File: src/rtl/interrupt_sequencer_if.sv
// Handshake bundle between the interrupt sequencer and the surrounding pipeline
// (fetch PC mux, ID/EX injection mux, hazard logic).
interface interrupt_sequencer_if;
    logic        INT;
    logic [31:0] Fetch_PC;
    logic        To_PC_Selector;
    logic [31:0] Jump_Target;
    logic        Mem_Busy;
    logic        Rti_Done;

    logic        Stall_Fetch;
    logic        Flush_Decode;
    logic        Inject_Valid;
    logic        Inject_SP;
    logic        Inject_Stack_PC;
    logic        Inject_Stack_Flags;
    logic [31:0] Return_PC;
    logic        PC_Load;
    logic [31:0] PC_Load_Value;
    logic        Int_Active;

    modport master (
        output INT, Fetch_PC, To_PC_Selector, Jump_Target, Mem_Busy, Rti_Done,
        input  Stall_Fetch, Flush_Decode, Inject_Valid, Inject_SP, Inject_Stack_PC,
               Inject_Stack_Flags, Return_PC, PC_Load, PC_Load_Value, Int_Active
    );

    modport slave (
        input  INT, Fetch_PC, To_PC_Selector, Jump_Target, Mem_Busy, Rti_Done,
        output Stall_Fetch, Flush_Decode, Inject_Valid, Inject_SP, Inject_Stack_PC,
               Inject_Stack_Flags, Return_PC, PC_Load, PC_Load_Value, Int_Active
    );
endinterface

File: src/rtl/interrupt_sequencer.sv
// Hardware-interrupt entry sequencer: drains the pipe, injects PC and flags pushes
// into ID/EX, then redirects fetch to the interrupt vector.
//
// state      | meaning
// IDLE       | normal execution, or inside handler waiting for RTI
// DRAIN      | fetch frozen, decode flushed until drain time elapsed and MEM free
// PUSH_PC    | inject push of Return_PC
// PUSH_FLAGS | inject push of flags
// VECTOR     | load INT_VECTOR into PC
module interrupt_sequencer #(
    parameter int unsigned DRAIN_CYCLES = 3,
    parameter logic [31:0] INT_VECTOR   = 32'd0
) (
    input logic                  clk,
    input logic                  rst,
    interrupt_sequencer_if.slave bus
);
    typedef enum logic [2:0] {
        IDLE       = 3'd0,
        DRAIN      = 3'd1,
        PUSH_PC    = 3'd2,
        PUSH_FLAGS = 3'd3,
        VECTOR     = 3'd4
    } state_t;

    localparam int CW = (DRAIN_CYCLES < 2) ? 1 : $clog2(DRAIN_CYCLES);
    localparam logic [CW-1:0] CNT_INIT = CW'(DRAIN_CYCLES - 1);

    state_t        state;
    logic          int_d;
    logic          int_pending;
    logic          int_active;
    logic [CW-1:0] drain_cnt;
    logic [31:0]   return_pc;
    logic          stall_fetch;
    logic          flush_decode;
    logic          inject_valid;
    logic          inject_sp;
    logic          inject_stack_pc;
    logic          inject_stack_flags;
    logic          pc_load;
    logic [31:0]   pc_load_value;
    logic          int_rise;

    assign int_rise = bus.INT & ~int_d;

    // Outputs are registered together with the state they belong to.
    always_ff @(posedge clk) begin
        if (rst) begin
            state              <= IDLE;
            // Track INT through reset so a level held across release is not an edge.
            int_d              <= bus.INT;
            int_pending        <= 1'b0;
            int_active         <= 1'b0;
            drain_cnt          <= '0;
            return_pc          <= '0;
            stall_fetch        <= 1'b0;
            flush_decode       <= 1'b0;
            inject_valid       <= 1'b0;
            inject_sp          <= 1'b0;
            inject_stack_pc    <= 1'b0;
            inject_stack_flags <= 1'b0;
            pc_load            <= 1'b0;
            pc_load_value      <= '0;
        end else begin
            int_d              <= bus.INT;
            stall_fetch        <= 1'b0;
            flush_decode       <= 1'b0;
            inject_valid       <= 1'b0;
            inject_sp          <= 1'b0;
            inject_stack_pc    <= 1'b0;
            inject_stack_flags <= 1'b0;
            pc_load            <= 1'b0;
            pc_load_value      <= '0;
            if (int_rise) begin
                int_pending <= 1'b1;
            end

            case (state)
                IDLE: begin
                    if (int_active && bus.Rti_Done) begin
                        int_active <= 1'b0;
                    end
                    if (int_pending && !int_active) begin
                        state        <= DRAIN;
                        return_pc    <= bus.Fetch_PC;
                        drain_cnt    <= CNT_INIT;
                        stall_fetch  <= 1'b1;
                        flush_decode <= 1'b1;
                    end
                end
                DRAIN: begin
                    // A jump resolving during the drain becomes the return address.
                    if (bus.To_PC_Selector) begin
                        return_pc <= bus.Jump_Target;
                    end
                    if (drain_cnt != '0) begin
                        drain_cnt <= drain_cnt - CW'(1);
                    end
                    if (drain_cnt == '0 && !bus.Mem_Busy) begin
                        state           <= PUSH_PC;
                        stall_fetch     <= 1'b1;
                        inject_valid    <= 1'b1;
                        inject_sp       <= 1'b1;
                        inject_stack_pc <= 1'b1;
                    end else begin
                        stall_fetch  <= 1'b1;
                        flush_decode <= 1'b1;
                    end
                end
                PUSH_PC: begin
                    // An edge arriving on this very cycle is a new request and survives.
                    int_pending        <= int_rise;
                    state              <= PUSH_FLAGS;
                    stall_fetch        <= 1'b1;
                    inject_valid       <= 1'b1;
                    inject_sp          <= 1'b1;
                    inject_stack_flags <= 1'b1;
                end
                PUSH_FLAGS: begin
                    state         <= VECTOR;
                    pc_load       <= 1'b1;
                    pc_load_value <= INT_VECTOR;
                end
                VECTOR: begin
                    state      <= IDLE;
                    int_active <= 1'b1;
                end
                default: begin
                    state <= IDLE;
                end
            endcase
        end
    end

    assign bus.Stall_Fetch        = stall_fetch;
    assign bus.Flush_Decode       = flush_decode;
    assign bus.Inject_Valid       = inject_valid;
    assign bus.Inject_SP          = inject_sp;
    assign bus.Inject_Stack_PC    = inject_stack_pc;
    assign bus.Inject_Stack_Flags = inject_stack_flags;
    assign bus.Return_PC          = return_pc;
    assign bus.PC_Load            = pc_load;
    assign bus.PC_Load_Value      = pc_load_value;
    assign bus.Int_Active         = int_active;
endmodule
File: src/flat_wrapper.sv
// flat-port wrapper written by rule: the top's interface ports become plain ports
module interrupt_sequencer_flat 
#(
    parameter int unsigned DRAIN_CYCLES = 3,
    parameter logic [31:0] INT_VECTOR   = 32'd0
)
  (clk, rst, bus_INT, bus_Fetch_PC, bus_To_PC_Selector, bus_Jump_Target, bus_Mem_Busy, bus_Rti_Done, bus_Stall_Fetch, bus_Flush_Decode, bus_Inject_Valid, bus_Inject_SP, bus_Inject_Stack_PC, bus_Inject_Stack_Flags, bus_Return_PC, bus_PC_Load, bus_PC_Load_Value, bus_Int_Active);
  interrupt_sequencer_if bus_i ();
  input logic clk;
  input logic rst;
  input wire logic [$bits(bus_i.INT)-1:0] bus_INT;
  input wire logic [$bits(bus_i.Fetch_PC)-1:0] bus_Fetch_PC;
  input wire logic [$bits(bus_i.To_PC_Selector)-1:0] bus_To_PC_Selector;
  input wire logic [$bits(bus_i.Jump_Target)-1:0] bus_Jump_Target;
  input wire logic [$bits(bus_i.Mem_Busy)-1:0] bus_Mem_Busy;
  input wire logic [$bits(bus_i.Rti_Done)-1:0] bus_Rti_Done;
  output wire logic [$bits(bus_i.Stall_Fetch)-1:0] bus_Stall_Fetch;
  output wire logic [$bits(bus_i.Flush_Decode)-1:0] bus_Flush_Decode;
  output wire logic [$bits(bus_i.Inject_Valid)-1:0] bus_Inject_Valid;
  output wire logic [$bits(bus_i.Inject_SP)-1:0] bus_Inject_SP;
  output wire logic [$bits(bus_i.Inject_Stack_PC)-1:0] bus_Inject_Stack_PC;
  output wire logic [$bits(bus_i.Inject_Stack_Flags)-1:0] bus_Inject_Stack_Flags;
  output wire logic [$bits(bus_i.Return_PC)-1:0] bus_Return_PC;
  output wire logic [$bits(bus_i.PC_Load)-1:0] bus_PC_Load;
  output wire logic [$bits(bus_i.PC_Load_Value)-1:0] bus_PC_Load_Value;
  output wire logic [$bits(bus_i.Int_Active)-1:0] bus_Int_Active;
  assign bus_i.INT = bus_INT;
  assign bus_i.Fetch_PC = bus_Fetch_PC;
  assign bus_i.To_PC_Selector = bus_To_PC_Selector;
  assign bus_i.Jump_Target = bus_Jump_Target;
  assign bus_i.Mem_Busy = bus_Mem_Busy;
  assign bus_i.Rti_Done = bus_Rti_Done;
  assign bus_Stall_Fetch = bus_i.Stall_Fetch;
  assign bus_Flush_Decode = bus_i.Flush_Decode;
  assign bus_Inject_Valid = bus_i.Inject_Valid;
  assign bus_Inject_SP = bus_i.Inject_SP;
  assign bus_Inject_Stack_PC = bus_i.Inject_Stack_PC;
  assign bus_Inject_Stack_Flags = bus_i.Inject_Stack_Flags;
  assign bus_Return_PC = bus_i.Return_PC;
  assign bus_PC_Load = bus_i.PC_Load;
  assign bus_PC_Load_Value = bus_i.PC_Load_Value;
  assign bus_Int_Active = bus_i.Int_Active;
  interrupt_sequencer #(.DRAIN_CYCLES(DRAIN_CYCLES), .INT_VECTOR(INT_VECTOR)) u_core (.clk(clk), .rst(rst), .bus(bus_i));
endmodule
File: config.mk
export PLATFORM = sky130hd
export DESIGN_NAME = interrupt_sequencer_flat
export DESIGN_NICKNAME = d
export VERILOG_FILES = /design/src/rtl/interrupt_sequencer_if.sv /design/src/rtl/interrupt_sequencer.sv /design/src/flat_wrapper.sv
export SDC_FILE = /design/constraint.sdc
export NUM_CORES = 1
export LEC_CHECK = 0
export BUFFER_PORTS_ARGS = -buffer_cell sky130_fd_sc_hd__buf_2
export CAP_MARGIN = 20
export CORE_AREA = 2 2 95 60
export CTS_CLUSTER_SIZE = 12
export DETAILED_ROUTE_END_ITERATION = 6
export DIE_AREA = 0 0 97 62
export PLACE_DENSITY = 0.84
export SYNTH_ARGS = -nofsm -noshare
export SYNTH_HDL_FRONTEND = slang
export SYNTH_SLANG_ARGS = --single-unit
File: constraint.sdc
create_clock -name clk -period 3.6 [get_ports clk]
set_input_delay 0.54 -clock clk [delete_from_list [all_inputs] [get_ports clk]]
set_output_delay 0.54 -clock clk [all_outputs]
set_load 0.01 [all_outputs]
# Yosys cells after proc, flatten, opt, wreduce, memory -nomap -nowiden
# Cells that the tools add are included.
# W data, S select, Z words.
[totals]
reg_bits = 46
latch_bits = 0
ramBits = 0
mem_bits_ro = 0
word_cells = 63
n_memories = 0
[op_classes]
n_addsub = 1
multipliers = 0
n_div = 0
magnitude_cmp = 0
n_eq_ne = 9
shift = 0
muxes = 21
n_bitwise = 3
reduce_logical = 17
[op_table]
columns = ["cell", "count"]
rows = [
  ["$mux W32", 2],
  ["$pmux W32 S2", 1],
  ["$pmux W3 S4", 1],
  ["$mux W1", 8],
  ["$ne A2 B1 Y1 const B", 4],
  ["$pmux W1 S2", 4],
  ["$reduce_bool A2 Y1", 4],
  ["$eq A3 B2 Y1 const B", 2],
  ["$mux W3", 2],
  ["$reduce_and A3 Y1", 2],
  ["$mux W2", 2],
  ["$pmux W2 S2", 1],
  ["$reduce_and A2 Y1", 2],
  ["$reduce_or A2 Y1", 2],
  ["$eq A3 B1 Y1 const B", 1],
  ["$eq A3 B3 Y1 const B", 1],
  ["$logic_and A1 B1 Y1", 3],
  ["$logic_not A3 Y1", 1],
  ["$logic_not A1 Y1", 2],
  ["$logic_not A2 Y1", 1],
  ["$ne A2 B2 Y1 const B", 1],
  ["$not A1 Y1", 2],
  ["$sub A2 B1 Y2 const B", 1],
  ["$and A1 B1 Y1", 1],
]

# Longest topological paths before layout
[logic_depth]
ltp_word = 4
ltp_mapped = 6
depth_no_buf = 6

# Least setup slack after synthesis
# No wires, ideal clock.
[synth_path]
path_kind = "register to register"
from = "reg u_core.state[0]"
to = "reg u_core.return_pc[10] (netlist: u_core.bus.Return_PC[10])"
arrival_ns = 1.372
required_time_ns = 3.454
slack_ns = 2.082
path_stages_with_launch = 6
path_buffers = 2
synth_period_minus_slack_ns = 1.518
path_cell_list = "dfxtp_1 buf_2 or3b_4 a21oi_4 buf_4 a211oi_2"
[synth_via]
elab_chain_len = 3
word_cells_on_any_way = 7
classes_between = "3 x eq/ne; 1 x mux; 3 x reduce/logical"
[synth_lines]
columns = ["item", "line_no", "rtl"]
rows = [
  ["from (decl)", "interrupt_sequencer.sv:29", "state_t state;"],
  ["from (signal assigned)", "interrupt_sequencer.sv:50", "state <= IDLE;"],
  ["from (signal assigned)", "interrupt_sequencer.sv:85", "state <= DRAIN;"],
  ["from (signal assigned)", "interrupt_sequencer.sv:101", "state <= PUSH_PC;"],
  ["$eq A3 B1 Y1 / $logic_not A3 Y1 (equally long branches)", "interrupt_sequencer.sv:79", "case (state)"],
  ["$ne A2 B2 Y1 (no line) (tied with other cells)", "--", ""],
  ["$reduce_and A3 Y1 (no line)", "--", ""],
  ["to (signal assigned)", "interrupt_sequencer.sv:86", "return_pc <= bus.Fetch_PC;"],
  ["to (signal assigned)", "interrupt_sequencer.sv:95", "return_pc <= bus.Jump_Target;"],
  ["to (decl)", "interrupt_sequencer.sv:34", "logic [31:0] return_pc;"],
]
# Parallel ways exist; a longest one is shown, timed or not.
# A chain may end at the register's enable or synchronous reset.

# Worst setup path in the final report
[layout_path]
from = "reg u_core.state[2]"
to = "reg u_core.return_pc[17] (netlist: u_core.bus.Return_PC[17])"
# The elaborated chain is that of the path after synthesis.

==> reports/metrics.csv <==
stage;metric;value;unit
global_route;grt_overflow;0;
placement;dp_slack;1.335;ns
worst_setup_path;reg2reg_setup_slack;1.34;ns
worst_setup_path;slowest_stage;a21oi_4;
worst_setup_path;worst_setup_path_end_kind;flip-flop;
final_layout;final_nets;408;
clock_tree;cts.sinks;46;
sta;finalCriticalPeriod;2.264;ns
final_layout;mostFrequentLayoutCells;buf_2, dfxtp_1, nor2_1, mux2i_1, conb_1;
placement;dpl.hpwl;3.794;mm
final_layout;mostFrequentLayoutCell;buf_2;
placement;gp_congestion;0.7092;
clock_tree;cts.clk_slew.worst_paths;0.09;ns
final_layout;drive_above_1_share;0.4497;
detailed_routing;ant_nets;0;
clock_tree;clk_latency;0.29;ns
sta;holdWs;0.3547;ns
global_route;grt_pass1_vias;1644;
sta;fin_crit_sh;0.6288;
flow_run;maxCapViolCount;0;
clock_tree;cts_root_buf;clkbuf_8;
synth;yosysWarnings;0;
final_layout;n_antenna_cell;0;
clock_tree;hold_buffers;0;
die;die-area;6014;um^2
placement;io_buffers;109;
global_route;antenna_found_initial;0;
worst_setup_path;path_max_fanout;26;
power_and_ir_drop;power_leakage;1.304;nW
clock_tree;cts_resized;0;
die;row_count;21;
worst_setup_path;rr_endpoint;u_core.bus.Return_PC[17];
synth;ys_ff_latch;46;
die;initial_core_util;0.4454;
detailed_routing;route.vias.total;1898;
die;core-area;5281;um^2
clock_tree;post-cts-setup-buffers;0;
detailed_routing;drtIter0Drc;52;
hold_path;hp-start;bus_INT;
sta;skew;0.008689;ns
detailed_routing;wl_per_cell;12.40;um
worst_setup_path;worst-setup-path-type;reg2reg;
hold_path;hp-class;in2reg;
sta;fin_tns_setup;0;ns
clock_tree;clock_path_buffers;2;
die;dieHeight;62;um
die;ios;142;
sta;slew_viol_final;0;
worst_setup_path;reg2regPathDepth;5;
global_route;grt_max_degree;46;
worst_setup_path;max_stage_delay;0.61;ns
hold_path;hold_depth;1;
worst_setup_path;rr_startpoint;u_core.state[2];
detailed_routing;drc;0;
detailed_routing;viasPerCell;4.663;
power_and_ir_drop;ir_worst_vdd;0.2888;mV
power_and_ir_drop;p_per_area;452.1;nW/um^2
clock_tree;cts_buffers;5;
sta;finalSetupViolations;0;
sta;rsz0062_at_grt;no;
final_layout;area_delta_synth_final;21.70;%
sta;hold_viol_final;0;
sta;slew_headroom;0.2607;
global_route;grt_usage;0.1642;
synth;syn_inst;238;
detailed_routing;drt_wl_total;5.047;mm
worst_setup_path;critical_path_buf_inv_count;1;
worst_setup_path;crit_chain;or2_2 > a21oi_4 > buf_4 > nor2_1 > a211oi_1;
outcome;status;completed;
worst_setup_path;cp_top_family;compound AO/OA/AOI/OAI gates;
clock_tree;htree_levels;2;
final_layout;stdcell_count;407;
worst_setup_path;cp-start-kind;flip-flop;
sta;max_freq;0.4418;GHz
worst_setup_path;arrival;2.45;ns
synth;syn_avg_cell_area;9.883;um^2
sta;tightestPinTransition;1.109;ns
clock_tree;cts_tree;done;
placement;placedCellCount;399;
hold_path;hold_end;u_core.int_d;
die;die_w;97;um
detailed_routing;dr.pass1.iters;4;
synth;seq_area_frac_synth;0.3915;
worst_setup_path;required;3.79;ns
synth;syn_area;2352;um^2
global_route;grt_pass1_wl;7.686;mm
sta;setup_ws;1.336;ns
synth;yosysUniqueCellTypes;27;
[routing by layer]
| metal | wire length, um | vias to the layer above | GRT usage |
|---|---|---|---|
| li1 | - | 960 | - |
| met1 | 2279 | 849 | 0.2104 |
| met2 | 2231 | 84 | 0.2679 |
| met3 | 503 | 5 | 0.06376 |
| met4 | 33 | 0 | 0.04225 |
| met5 | 0 | - | 0 |
[state kept, by name, summed over array words and instances (netlist names)]
signal / flops
u_core.drain_cnt: 2
u_core.state: 3
u_core.int_d: 1
u_core.int_pending: 1
u_core.bus.Inject_Stack_Flags: 1
u_core.bus.Inject_Stack_PC: 1
u_core.bus.Return_PC: 32
u_core.bus.Inject_Valid: 1
u_core.bus.Stall_Fetch: 1
u_core.bus.PC_Load: 1
u_core.bus.Flush_Decode: 1
u_core.bus.Int_Active: 1
[report_power, final]
| group | internal (mW) | switching [mW] | total, mW |
|---|---|---|---|
| clock network | 0.137 | 0.175 | 0.311 |
| logic | 0.163 | 0.219 | 0.383 |
| registers | 0.568 | 0.0325 | 0.600 |
| total | 0.868 | 0.427 | 1.29 |
[worst max path at each step]
stage	from	end	slack (ns)	depth (start not counted)
4_1_cts	u_core.state[2]	u_core.bus.Return_PC[17]	1.31	5
6_report	u_core.state[2]	u_core.bus.Return_PC[17]	1.34	5
3_5_place_dp	u_core.state[2]	u_core.bus.Return_PC[17]	1.33	5
2_1_floorplan	u_core.state[0]	u_core.bus.Return_PC[10]	2.08	5
5_1_grt	u_core.state[2]	u_core.bus.Return_PC[17]	1.13	5
3_3_place_gp	u_core.state[2]	u_core.bus.Return_PC[18]	1.45	5
[through the flow]
step	total power [mW]	utilization	cell area, um^2
floorplan	0.9083	-	2469
global placement	0.9808	0.5250	2773
detailed placement	0.9985	0.5250	2773
CTS	1.314	0.5421	2863
global route	1.381	0.5421	2863
finish	1.294	0.5421	2863
[cell usage after synthesis]
| cell | number | area share |
|---|---|---|
| a211oi_2 | 28 | 0.15 |
| dfxtp_1 | 46 | 0.39 |
| conb_1 | 1 | 0.0016 |
| buf_4 | 36 | 0.11 |
| a22oi_1 | 1 | 0.0032 |
| a211oi_1 | 6 | 0.019 |
| nand2b_1 | 2 | 0.0053 |
| a21oi_4 | 1 | 0.0069 |
| a21oi_1 | 3 | 0.0064 |
| o21a_1 | 2 | 0.0064 |
| ha_1 | 1 | 0.0053 |
| nor4b_1 | 1 | 0.0037 |
| nor2_1 | 38 | 0.061 |
| clkbuf_1 | 10 | 0.016 |
| nor4_1 | 1 | 0.0027 |
| buf_2 | 2 | 0.0043 |
| nand2_1 | 6 | 0.0096 |
| a31oi_1 | 1 | 0.0027 |
| o21ai_0 | 3 | 0.0064 |
| inv_1 | 3 | 0.0048 |
| a2111oi_0 | 1 | 0.0037 |
| buf_6 | 3 | 0.014 |
| mux2i_1 | 32 | 0.14 |
| or3b_4 | 1 | 0.0048 |
| or2_2 | 1 | 0.0027 |
| nor3_1 | 6 | 0.013 |
| nor2b_1 | 2 | 0.0053 |
[cell type report]
cell class	count	area, um^2
multi-input combinational	169	1185
inverter	3	11.26
tap	69	86.33
clock buffer	5	68.82
sequential	46	922.1
timing repair buffer	112	568.0
fill	514	2419
clock inverter	3	21.27
[cells by family after synthesis]
family	after synthesis	share of synthesized area
other cells	1	0.001594
simple gates	58	0.1075
flops	46	0.3915
mux	32	0.1362
compound gates	46	0.2037
fa+ha+maj	1	0.005318
buf+inv	54	0.1543
Power figures use the tool's default switching activity.
